==> src/rtl/i2c_target_regs_pkg.sv <==
// Shared definitions for the I2C target register block: FSM states,
// ACK/NACK levels and pointer arithmetic.
package i2c_target_regs_pkg;

  typedef enum logic [3:0] {
    ST_IDLE,
    ST_ADDR,
    ST_ADDR_ACK,
    ST_REG,
    ST_REG_ACK,
    ST_WR,
    ST_WR_ACK,
    ST_RD,
    ST_RD_ACK
  } state_t;

  localparam logic       I2C_ACK  = 1'b0;
  localparam logic       I2C_NACK = 1'b1;
  localparam logic [2:0] BIT_MSB  = 3'd7;

  // Register pointer advance with wrap from the last register back to 0.
  function automatic logic [7:0] ptr_inc(input logic [7:0] ptr, input logic [7:0] last);
    return (ptr == last) ? 8'd0 : ptr + 8'd1;
  endfunction

endpackage

==> src/rtl/i2c_target_regs_if.sv <==
// I2C pin bundle. SDA is open drain: the target only ever pulls low via OE_sda.
interface i2c_target_regs_if;
  logic I_scl;
  logic I_sda;
  logic O_sda;
  logic OE_sda;

  modport slave  (input I_scl, input I_sda, output O_sda, output OE_sda);
  modport master (output I_scl, output I_sda, input O_sda, input OE_sda);
endinterface

==> src/rtl/i2c_target_regs_bus_sync.sv <==
// SCL/SDA synchroniser with SCL edge and START/STOP condition pulses,
// all derived from the synchronised copies only.
module i2c_target_regs_bus_sync #(
  parameter int SYNC_STAGES = 2
) (
  input  logic I_clk,
  input  logic I_rst_n,
  input  logic I_scl,
  input  logic I_sda,
  output logic sda_s,
  output logic scl_rise,
  output logic scl_fall,
  output logic start,
  output logic stop
);

  logic [SYNC_STAGES-1:0] scl_sh, sda_sh;
  logic scl_s, scl_d, sda_d;

  // Reset to the idle-bus level so no spurious edge appears after reset.
  always_ff @(posedge I_clk) begin
    if (!I_rst_n) begin
      scl_sh <= '1;
      sda_sh <= '1;
      scl_d  <= 1'b1;
      sda_d  <= 1'b1;
    end else begin
      scl_sh <= {scl_sh[SYNC_STAGES-2:0], I_scl};
      sda_sh <= {sda_sh[SYNC_STAGES-2:0], I_sda};
      scl_d  <= scl_s;
      sda_d  <= sda_s;
    end
  end

  assign scl_s    = scl_sh[SYNC_STAGES-1];
  assign sda_s    = sda_sh[SYNC_STAGES-1];
  assign scl_rise = scl_s & ~scl_d;
  assign scl_fall = ~scl_s & scl_d;
  assign start    = scl_s & scl_d & sda_d & ~sda_s;
  assign stop     = scl_s & scl_d & ~sda_d & sda_s;

endmodule

==> src/rtl/i2c_target_regs.sv <==
// I2C target with an N-byte register file: pointer write, burst write with
// auto-increment, and multi-byte reads terminated by master NACK.
module i2c_target_regs
  import i2c_target_regs_pkg::*;
#(
  parameter int         NUM_REGS    = 4,
  parameter logic [2:0] ADDR_LO     = 3'b100,
  parameter logic [7:0] REG_RST     = 8'h00,
  parameter int         SYNC_STAGES = 2
) (
  input  logic                  I_clk,
  input  logic                  I_rst_n,
  i2c_target_regs_if.slave      bus,
  input  logic [3:0]            I_myaddr,
  output logic [8*NUM_REGS-1:0] O_regs,
  output logic                  O_wr_stb,
  output logic [7:0]            O_wr_idx,
  output logic                  O_busy,
  output state_t                O_state
);

  localparam logic [7:0] LAST_IDX   = 8'(NUM_REGS - 1);
  localparam logic [8:0] NUM_REGS_W = 9'(NUM_REGS);

  logic sda_s, scl_rise, scl_fall, start, stop;

  i2c_target_regs_bus_sync #(.SYNC_STAGES(SYNC_STAGES)) u_sync (
    .I_clk    (I_clk),
    .I_rst_n  (I_rst_n),
    .I_scl    (bus.I_scl),
    .I_sda    (bus.I_sda),
    .sda_s    (sda_s),
    .scl_rise (scl_rise),
    .scl_fall (scl_fall),
    .start    (start),
    .stop     (stop)
  );

  state_t               state_q, state_n;
  logic [2:0]           bit_cnt_q, bit_cnt_n;
  logic [7:0]           shift_q, shift_n;
  logic [7:0]           ptr_q, ptr_n;
  logic                 oe_q, oe_n;
  logic                 busy_q, busy_n;
  logic                 wr_en, wr_stb_q, drive_low;
  logic [7:0]           wr_idx_q, byte_in, rd_byte;
  logic [8*NUM_REGS-1:0] regs_q;

  assign byte_in = {shift_q[6:0], sda_s};

  always_comb begin
    rd_byte = 8'h00;
    for (int k = 0; k < NUM_REGS; k++)
      if (ptr_q == 8'(k)) rd_byte = regs_q[8*k +: 8];
  end

  // Level to present on SDA for the bit that starts at this SCL fall.
  always_comb begin
    drive_low = 1'b0;
    case (state_q)
      ST_ADDR_ACK, ST_REG_ACK, ST_WR_ACK: drive_low = 1'b1;
      ST_RD:                              drive_low = ~rd_byte[bit_cnt_q];
      default:                            drive_low = 1'b0;
    endcase
  end

  always_comb begin
    state_n   = state_q;
    bit_cnt_n = bit_cnt_q;
    shift_n   = shift_q;
    ptr_n     = ptr_q;
    oe_n      = oe_q;
    busy_n    = busy_q;
    wr_en     = 1'b0;
    if (start) begin
      state_n   = ST_ADDR;
      bit_cnt_n = BIT_MSB;
      oe_n      = 1'b0;
    end else if (stop) begin
      state_n = ST_IDLE;
      oe_n    = 1'b0;
      busy_n  = 1'b0;
    end else begin
      if (scl_fall) oe_n = drive_low;
      if (scl_rise) begin
        bit_cnt_n = bit_cnt_q - 3'd1;
        case (state_q)
          ST_ADDR: begin
            shift_n = byte_in;
            if (bit_cnt_q == 3'd0) begin
              if (byte_in[7:1] == {I_myaddr, ADDR_LO}) begin
                state_n = ST_ADDR_ACK;
                busy_n  = 1'b1;
              end else begin
                state_n = ST_IDLE;
                busy_n  = 1'b0;
              end
            end
          end
          ST_ADDR_ACK: begin
            // shift_q still holds the address byte; bit 0 is R/W.
            state_n   = shift_q[0] ? ST_RD : ST_REG;
            bit_cnt_n = BIT_MSB;
          end
          ST_REG: begin
            shift_n = byte_in;
            if (bit_cnt_q == 3'd0) begin
              if ({1'b0, byte_in} < NUM_REGS_W) begin
                state_n = ST_REG_ACK;
                ptr_n   = byte_in;
              end else begin
                state_n = ST_IDLE;
                busy_n  = 1'b0;
              end
            end
          end
          ST_WR: begin
            shift_n = byte_in;
            if (bit_cnt_q == 3'd0) begin
              wr_en   = 1'b1;
              ptr_n   = ptr_inc(ptr_q, LAST_IDX);
              state_n = ST_WR_ACK;
            end
          end
          ST_REG_ACK, ST_WR_ACK: begin
            state_n   = ST_WR;
            bit_cnt_n = BIT_MSB;
          end
          ST_RD: begin
            if (bit_cnt_q == 3'd0) state_n = ST_RD_ACK;
          end
          ST_RD_ACK: begin
            ptr_n     = ptr_inc(ptr_q, LAST_IDX);
            bit_cnt_n = BIT_MSB;
            if (sda_s == I2C_ACK) begin
              state_n = ST_RD;
            end else begin
              state_n = ST_IDLE;
              busy_n  = 1'b0;
            end
          end
          default: bit_cnt_n = bit_cnt_q;
        endcase
      end
    end
  end

  always_ff @(posedge I_clk) begin
    if (!I_rst_n) begin
      state_q   <= ST_IDLE;
      bit_cnt_q <= BIT_MSB;
      shift_q   <= 8'h00;
      ptr_q     <= 8'h00;
      oe_q      <= 1'b0;
      busy_q    <= 1'b0;
      wr_stb_q  <= 1'b0;
      wr_idx_q  <= 8'h00;
      regs_q    <= {NUM_REGS{REG_RST}};
    end else begin
      state_q   <= state_n;
      bit_cnt_q <= bit_cnt_n;
      shift_q   <= shift_n;
      ptr_q     <= ptr_n;
      oe_q      <= oe_n;
      busy_q    <= busy_n;
      wr_stb_q  <= wr_en;
      if (wr_en) begin
        wr_idx_q <= ptr_q;
        for (int k = 0; k < NUM_REGS; k++)
          if (ptr_q == 8'(k)) regs_q[8*k +: 8] <= byte_in;
      end
    end
  end

  assign bus.O_sda  = 1'b0;
  assign bus.OE_sda = oe_q;
  assign O_regs     = regs_q;
  assign O_wr_stb   = wr_stb_q;
  assign O_wr_idx   = wr_idx_q;
  assign O_busy     = busy_q;
  assign O_state    = state_q;

endmodule

==> src/flat_wrapper.sv <==
// flat-port wrapper written by rule: the top's interface ports become plain ports
module i2c_target_regs_flat import i2c_target_regs_pkg::*;
#(
  parameter int         NUM_REGS    = 4,
  parameter logic [2:0] ADDR_LO     = 3'b100,
  parameter logic [7:0] REG_RST     = 8'h00,
  parameter int         SYNC_STAGES = 2
)
  (I_clk, I_rst_n, I_myaddr, O_regs, O_wr_stb, O_wr_idx, O_busy, O_state, bus_I_scl, bus_I_sda, bus_O_sda, bus_OE_sda);
  i2c_target_regs_if bus_i ();
  input  logic I_clk;
  input  logic I_rst_n;
  input  logic [3:0] I_myaddr;
  output logic [8*NUM_REGS-1:0] O_regs;
  output logic O_wr_stb;
  output logic [7:0] O_wr_idx;
  output logic O_busy;
  output state_t O_state;
  input wire logic [$bits(bus_i.I_scl)-1:0] bus_I_scl;
  input wire logic [$bits(bus_i.I_sda)-1:0] bus_I_sda;
  output wire logic [$bits(bus_i.O_sda)-1:0] bus_O_sda;
  output wire logic [$bits(bus_i.OE_sda)-1:0] bus_OE_sda;
  assign bus_i.I_scl = bus_I_scl;
  assign bus_i.I_sda = bus_I_sda;
  assign bus_O_sda = bus_i.O_sda;
  assign bus_OE_sda = bus_i.OE_sda;
  i2c_target_regs #(.NUM_REGS(NUM_REGS), .ADDR_LO(ADDR_LO), .REG_RST(REG_RST), .SYNC_STAGES(SYNC_STAGES)) u_core (.I_clk(I_clk), .I_rst_n(I_rst_n), .bus(bus_i), .I_myaddr(I_myaddr), .O_regs(O_regs), .O_wr_stb(O_wr_stb), .O_wr_idx(O_wr_idx), .O_busy(O_busy), .O_state(O_state));
endmodule
==> config.mk <==
export PLATFORM = sky130hd
export DESIGN_NAME = i2c_target_regs_flat
export DESIGN_NICKNAME = d
export VERILOG_FILES = /design/src/rtl/i2c_target_regs_pkg.sv /design/src/rtl/i2c_target_regs_if.sv /design/src/rtl/i2c_target_regs_bus_sync.sv /design/src/rtl/i2c_target_regs.sv /design/src/flat_wrapper.sv
export SDC_FILE = /design/constraint.sdc
export NUM_CORES = 1
export LEC_CHECK = 0
export ABC_AREA = 1
export CORE_UTILIZATION = 50
export CTS_BUF_LIST = sky130_fd_sc_hd__clkbuf_2
export DETAILED_ROUTE_END_ITERATION = 6
export PLACE_DENSITY = 0.77
export RECOVER_POWER = 25
export SETUP_SLACK_MARGIN = 0.05
export SLEW_MARGIN = 40
export SYNTH_ARGS = -nofsm -noshare
export SYNTH_HDL_FRONTEND = slang
export SYNTH_SLANG_ARGS = --single-unit
==> constraint.sdc <==
create_clock -name I_clk -period 5.1 [get_ports I_clk]
set_input_delay 0.765 -clock I_clk [delete_from_list [all_inputs] [get_ports I_clk]]
set_output_delay 0.765 -clock I_clk [all_outputs]
set_load 0.02 [all_outputs]
# Yosys cells after proc, flatten, opt, wreduce, memory -nomap -nowiden
# Index checks and enable logic that the tools add are counted.
# word_totals
regBits,71
latch_bits,0
ram_bits,0
mem_bits_ro,0
in_bits,8
wordCells,125
n_memories,0
# op_classes
addsub,2
n_mul,0
n_div,0
n_lt_le_gt_ge,2
eq_ne,25
shifts,0
muxes,38
bitwise,15
reduce_logical,26
# ops
op,n
two-way mux 8 bit,8
one-hot mux 4 bit (7 select lines),1
one-hot mux 8 bit (3 select lines),1
== test 4 x 3 -> 1 bit (second input constant),4
== test 8 x 2 -> 1 bit (second input constant),2
two-way mux 1 bit,16
two-way mux 4 bit,4
inequality test 4 x 1 -> 1 bit (second input constant),4
AND reduction 7 bit,2
AND reduction 6 bit,2
inequality test 2 x 1 -> 1 bit (second input constant),5
two-way mux 3 bit,3
nonzero test 9 bit,1
OR reduction 3 bit,3
adder 8 x 1 -> 8 bit (second input constant),1
== test 4 x 2 -> 1 bit (second input constant),2
== test 8 x 1 -> 1 bit (second input constant),1
zero test 8 bit,1
less-than comparator 8 x 3 -> 1 bit (second input constant),1
NOT 1 bit,8
AND reduction 2 bit,4
OR reduction 4 bit,2
bitwise AND 1 bit,7
== test 7 bit,1
other kinds (19),24

# Logic depth before layout (Yosys ltp)
# Gate-level depths: netlist (run 1).
# depth
depth_word,9
mapped_depth,14
depth_no_buf,14

# Hierarchy
# From an unflattened synthesis (run 1), not the netlist that was laid out.
# hier_totals
cells_unflattened,505
area_unflattened_um2,3482.1
# modules_own_cells
mod,instances,cells_each,area_each_um2
i2c_target_regs,1,478,3283.1
i2c_target_regs_bus_sync,1,27,198.9

# Least setup slack after synthesis (run 1)
# OpenSTA, ideal clock, no wires.
# synth_path
kind,reg-to-reg
startpoint,reg u_core.state_q[2] (netlist: u_core.O_state[2])
endpoint,reg u_core.regs_q[7] (netlist: u_core.O_regs[7])
setup_time_ns,0.080
arrival_ns,1.872
setup_slack_ns,3.148
path_stages_with_launch,12
n_path_buf,1
synth_period_minus_slack_ns,1.952
path_cell_list,dfxtp_1 -> inv_1 -> nor2_1 -> inv_1 -> nor3_4 -> inv_2 -> nor3_4 -> inv_4 -> nor3_4 -> buf_6 -> nor2_1 -> a211oi_2
# synth_between
elab_chain_len,6
# synth_lines
element,line,rtl
from (decl),i2c_target_regs.sv:39,"state_t state_q, state_n;"
from (signal assigned),i2c_target_regs.sv:160,state_q <= state_n;
== test 4 x 3 -> 1 bit,i2c_target_regs.sv:87,case (state_q)
two-way mux 1 bit,i2c_target_regs.sv:87,
two-way mux 1 bit,i2c_target_regs.sv:85,if (scl_rise) begin
two-way mux 1 bit,i2c_target_regs.sv:79,end else if (stop) begin
two-way mux 1 bit,i2c_target_regs.sv:75,if (start) begin
AND reduction 2 bit (no source line),-,
to (signal assigned),i2c_target_regs.sv:158,regs_q <= {NUM_REGS{REG_RST}};
"to (signal, indexed assignment)",i2c_target_regs.sv:170,if (ptr_q == 8'(k)) regs_q[8*k +: 8] <= byte_in;
to (decl),i2c_target_regs.sv:47,logic [8*NUM_REGS-1:0] regs_q;
# Every way passes these cells.
# A chain may end at the register's enable or synchronous reset.

# Worst setup path in the final report (run 1)
# layout_path
startpoint,in I_rst_n
endpoint,reg u_core.bit_cnt_q[1]
# layout_between
elab_chain_len,2
# layout_lines
element,line,rtl
from (decl),flat_wrapper.sv:12,input logic I_rst_n;
NOT 1 bit (no source line),-,
OR reduction 2 bit (no source line),-,
to (signal assigned),i2c_target_regs.sv:161,bit_cnt_q <= bit_cnt_n;
to (decl),i2c_target_regs.sv:40,"logic [2:0] bit_cnt_q, bit_cnt_n;"
# Every way passes these cells.

==> results of run 1 <==
worst paths after layout:
kind                                 from                 endpoint  slack, ns  cells after the start
setup / recovery                  I_rst_n      u_core.bit_cnt_q[1]       2.27                      4
hold / removal    u_core.u_sync.scl_sh[0]  u_core.u_sync.scl_sh[1]       0.43                      1
setup reg to reg      u_core.bit_cnt_q[0]         u_core.O_regs[0]       2.48                      8
hold reg to reg   u_core.u_sync.scl_sh[0]  u_core.u_sync.scl_sh[1]       0.43                      1
cell families (layout without fill, tap and decap cells):
kind of cell	after synthesis	after routing	synth area share, %
adders and majority gates	6	6	2.17
DFF	71	71	41.1
and+or+nand+nor	228	228	28.6
buffers and inverters	66	118	7.96
other	1	1	0.108
xor gates and xnor gates	5	5	1.27
AOI/OAI and AO/OA	102	102	18.8
layer usage:
| layer | vias up | GRT usage, % |
|---|---|---|
| li1 | 1694 | - |
| met1 | 1525 | 32.6 |
| met2 | 72 | 40.2 |
| met3 | 11 | 3.79 |
| met4 | 0 | 9.86 |
| met5 | - | 0 |
final cells by class:
cell class / count / area share (%)
repair buffers: 55 / 13.4
well taps: 77 / 2.36
multi-input cells: 342 / 43.2
clock buffers: 10 / 1.23
clock inverters: 4 / 0.368
inverters: 49 / 4.57
flip-flops and latches: 71 / 34.8
sequential cells by signal, summed over array words and instances (netlist names), 2 cells and up:
name and count:
u_core.ptr_q 8, u_core.bit_cnt_q 3, u_core.u_sync.scl_sh 2, u_core.shift_q 7, u_core.O_regs 32, u_core.O_state 4
u_core.u_sync.sda_sh 2, u_core.O_wr_idx 8
where the power goes:
part | internal [mW] | switching [mW]
clock | 0.0550 | 0.180
sequential | 0.559 | 0.00258
combinational | 0.0137 | 0.0227
total | 0.627 | 0.206
stage by stage:
step,cell area (µm²),worst slack (ns)
after global routing,4080,2.11
after floorplan,3460,3.15
after global placement,4020,1.96
after detailed placement,4020,1.84
after CTS,4080,2.38
final,4080,2.27
placed cells by master, fill, tap and decap left out, drive strengths merged, types with 3 or more instances in the layout:
| cell type | count |
|---|---|
| nor2 | 102 |
| dfxtp | 71 |
| clkdlybuf4s50 | 35 |
| dlygate4sd3 | 19 |
| inv | 48 |
| a21oi | 26 |
| a31oi | 5 |
| nand4 | 5 |
| xnor2 | 4 |
| nand2 | 79 |
| nor3 | 11 |
| clkbuf | 10 |
| o21ai | 20 |
| clkinv | 5 |
| o22ai | 3 |
| or2 | 4 |
| a211oi | 45 |
| ha | 6 |
| nand3 | 25 |
==> metrics.md, run 1 <==
| Metric | Value |
|---|---|
| Critical Path Sink Type | flip-flop |
| Final min period | around 2.8 ns |
| TritonCTS buffer count | 9 |
| Post-CTS Resized | 0 |
| Final count of pins violating max slew | 0 |
| Hold Slack | ~0.43 ns |
| Post-Synthesis Mean Instance Area | 7.22 µm² |
| DRT antenna net count | 0 |
| Clock Sinks | around 70 |
| Initial antenna violation count | 0 |
| Drt drc | 0 |
| # placed instances | slightly below 600 |
| P per Cell Area | a little over 200 nW/µm² |
| I/O Buffers | 54 |
| Metal2 WL | 3960 µm |
| CTS tree | done |
| Final setup TNS | 0 ns |
| Register area | 1420 µm² |
| Global-route wire length before repair | between 10000 and 15000 µm |
| Post-synth EDFFs | 0 |
| Leak | roughly 1.7 nW |
| Synth area leaders | dfxtp_1 (41%), nor2_1 (11%), a211oi_1 (9.3%) |
| Met1 Routed Length | 3940 µm |
| Fin. Hold Viols | 0 |
| Yosys top cell by area | dfxtp_1 |
| RSZ-0062 raised after global routing | no |
| WP buf/inv | 2 |
| Die H | between 80 and 90 µm |
| Main flop type after synthesis | dfxtp_1 |
| Grt total ovfl | 0 |
| #FFs+latches synth | just over 70 |
| Diodes inserted | 0 |
| Vias in the first global route | between 2000 and 3000 |
| Clock Skew | ~0.015 ns |
| Min-delay worst type | flip-flop to flip-flop |
| Fin cells | between 600 and 700 |
| Fill cell count | just under 600 |
| Die W | ~85 µm |
| Met3 routed WL | around 320 µm |
| Setup bufs post-CTS | 0 |
| I/O pin count | 56 |
| Via-per-instance ratio | 5.43 |
| Worst slew pin tran | ~0.81 ns |
| Overall power | between 800 and 900 µW |
| Uppermost layer routed | met4 |
| Synth top area share | between 40 and 50% |
| WL per Instance | between 10 and 15 µm |
| GRT Total Usage | 24.6% |
| VDD IR-drop max | 0.126 mV |
| Netlist cell types | 33 |
| Crit path DAT | 3.20 ns |
| WS Path Type | input pin to flip-flop |
| Area delta synth->final | 17.9% |
| FMAX | ~0.35 GHz |
| Initial DRC Count | around 210 |
| Nets | about 540 |
| RD Place Congestion | between 0.9 and 1 |
| Clock Latency Late Sink | around 0.49 ns |
| Post-layout util | between 60% and 70% |
| Layout cell share with drive strength beyond 1 | between 5 and 6% |
| Largest net degree at the start of global routing | 29 |
| Htree depth | 3 |
| DIE AREA | ~7300 µm² |
| Hold buffer count at CTS | 0 |
| # setup viols final | 0 |
| FFs w/ async S/R, synth | 0% |
| Clock transition at the registers of the reported paths | between 0.15 and 0.2 ns |
| CTS root buffer | clkbuf_2 |
| Clk buf depth | 2 |
| Fin crit share | a little under three fifths |
| Via Count | 3302 |
| Syn Nets | about 490 |
| Iteration count of the initial detailed-routing pass | 4 |
| WL final | 8340 µm |
| Core Region | around 6500 µm² |
| Relative slew slack | between 40% and 50% |
| Sequential fraction of the synthesis area | 41.1% |
| Multi-input logic area | 1760 µm² |
| WP data required | 5.47 ns |
| Starting Density | between 50% and 60% |
| Most frequent cell after synthesis | nor2_1 |
| Row count | 29 |
| Worst path slowest cell | dlygate4sd3_1 |
| Max_cap viols | 0 |
| Status | complete, no violations |
| Largest stage delay on the critical path | 0.82 ns |
| CP Max Fanout | 28 |
| Yosys Warn Count | 0 |
| CP cell instances | dlygate4sd3_1, clkinv_1, a211oi_1, o211ai_1 |
| Cell count after synthesis | roughly 480 |
| CP delay by family, top | buffers and inverters |
| CP Launch Type | input pin |
| Post-synth top cells | nor2_1 (98), nand2_1 (79), dfxtp_1 (71) |
| Synthesized cell area | ~3500 µm² |
| DP Wirelength | between 6000 and 7000 µm |
Note: power is estimated with default switching activity, not from simulation.
==> inputs of run 2 (changes only) <==
PLACE_DENSITY = 0.8   (was 0.77)
clock period = 2.25 ns   (was 5.1 ns; I/O delays follow)
==> metrics.md, run 2 (synthesized netlist as in run 1, its figures left out) <==
| Metric | Value |
|---|---|
| Final min period | 2.05 ns |
| Core Region | 6530 µm² |
| Diodes inserted | 0 |
| # setup viols final | 0 |
| Largest stage delay on the critical path | about 0.38 ns |
| DIE AREA | 7260 µm² |
| Critical Path Sink Type | flip-flop |
| WP data required | around 2.7 ns |
| Die H | ~85 µm |
| CP cell instances | inv_1, ha_1, inv_1, nor2_1, nand2_2, nor2_1, nor2_1, nand2_1, nand2_1, nand2_1, nand3_1, nand3_1, nand3_1, a21oi_1 |
| Row count | 29 |
| Crit path DAT | about 2.5 ns |
| Initial DRC Count | roughly 210 |
| Hold buffer count at CTS | 0 |
| Max_cap viols | 0 |
| VDD IR-drop max | between 0.3 and 0.4 mV |
| Initial antenna violation count | 0 |
| Post-CTS Resized | 0 |
| GRT Total Usage | between 20% and 30% |
| Clock Latency Late Sink | 0.51 ns |
| Most common cell after layout, fill and taps aside | nor2_1 |
| Fin area | between 4000 and 5000 µm² |
| Largest net degree at the start of global routing | 28 |
| Layout cell share with drive strength beyond 1 | about 7.4% |
| Status | complete, no violations |
| I/O pin count | between 50 and 60 |
| Starting Density | about 53% |
| Worst r2r src | u_core.ptr_q[1] |
| Via Count | roughly 3300 |
| FMAX | slightly below 0.5 GHz |
| Fin. Hold Viols | 0 |
| Clock transition at the registers of the reported paths | around 0.17 ns |
| Final setup TNS | 0 ns |
| CP Max Fanout | 10 |
| CP delay by family, top | simple AND/OR/NAND/NOR gates |
| Commonest cells after routing, fill and taps aside | nor2_1 (97), nand2_1 (78), dfxtp_1 (71) |
| Die W | ~85 µm |
| DP Wirelength | 6330 µm |
| Area delta synth->final | 19.9% |
| Global-route wire length before repair | 13800 µm |
| Setup bufs post-CTS | 0 |
| WS Path Type | flip-flop to flip-flop |
| DRT antenna net count | 0 |
| CP Launch Type | flip-flop |
| Placed Area | roughly 4100 µm² |
| CTS tree | done |
| Vias in the first global route | between 2000 and 3000 |
| P per Cell Area | about 460 nW/µm² |
| Grt total ovfl | 0 |
| RSZ-0062 raised after global routing | yes |
| Largest register FFs | 32 |
| WL final | about 8500 µm |
| Worst slew pin tran | 1.17 ns |
| Leak | ~1.7 nW |
| Drt drc | 0 |
| I/O Buffers | between 50 and 60 |
| RD Place Congestion | ~1 |
| CP Launch Point | u_core.ptr_q[1] |
| Nets | roughly 550 |
| CTS root buffer | clkbuf_2 |
| Relative slew slack | between 20% and 30% |
| Min-delay worst type | input pin to flip-flop |
| Iteration count of the initial detailed-routing pass | 4 |
| Fin crit share | approximately nine tenths |
| Min-Delay Startpoint | bus_I_sda |
| Htree depth | 3 |
| Fill cell count | just under 600 |
| WP buf/inv | 2 |
| Clock Sinks | 71 |
| WL per Instance | approximately 14 µm |
| Via-per-instance ratio | roughly 5.4 |
| Worst path slowest cell | dfxtp_1 |
| TritonCTS buffer count | 9 |
| Final count of pins violating max slew | 0 |
| Clock Skew | 0.0190 ns |
| Clk buf depth | 2 |
-- run 2: cell types whose count changed in the layout (fill, tap and decap cells not counted), sizes merged --
cell | before | now
clkinv | 5 | 4
buf | 1 | 8
clkdlybuf4s50 | 35 | 44
clkbuf | 10 | 13
dlygate4sd3 | 19 | 10
-- run 2: final timing paths --
path | endpoint | slack, ns | cells after the start
setup reg to reg | u_core.bus.OE_sda | 0.20 | 14
hold reg to reg | u_core.u_sync.scl_sh[1] | 0.44 | 1
setup / recovery | u_core.bus.OE_sda | 0.20 | 14
hold / removal | u_core.u_sync.sda_sh[0] | 0.40 | 2
-- run 2: final cells by class --
type	count	area (µm²)	share of cell area [%]
Clock buffer	10	50.0	1.21
Tap cell	77	96.3	2.32
Inverter	49	186	4.49
Clock inverter	3	13.8	0.332
Sequential cell	71	1420	34.3
Timing Repair Buffer	65	613	14.8
Multi-Input combinational cell	342	1770	42.6
-- run 2: report_power, final --
group | total (mW) | internal, mW | leakage [nW] | switching [mW]
logic | 0.0863 | 0.0324 | 1.11 | 0.0539
clock network | 0.544 | 0.126 | 0.0509 | 0.418
registers | 1.27 | 1.27 | 0.573 | 0.00620
-- run 2: routing by layer --
metal	global-route usage, %	wire, µm
met1	33.7	4040
met2	38.0	3810
met3	4.77	477
met4	8.63	140
met5	0	0
-- run 2: per-stage QoR --
| step | cells | utilization (%) | hold slack, ns | power (mW) | setup slack [ns] |
|---|---|---|---|---|---|
| after floorplan | 479 | - | 0.393 | 1.35 | 0.298 |
| after global placement | 604 | 62.6 | 0.395 | 1.39 | 0.255 |
| after detailed placement | 604 | 62.6 | 0.409 | 1.39 | 0.147 |
| after CTS | 617 | 63.6 | 0.387 | 1.91 | 0.112 |
| after global routing | 617 | 63.5 | 0.375 | 1.98 | 0.0202 |
| final | 617 | 63.5 | 0.397 | 1.90 | 0.198 |
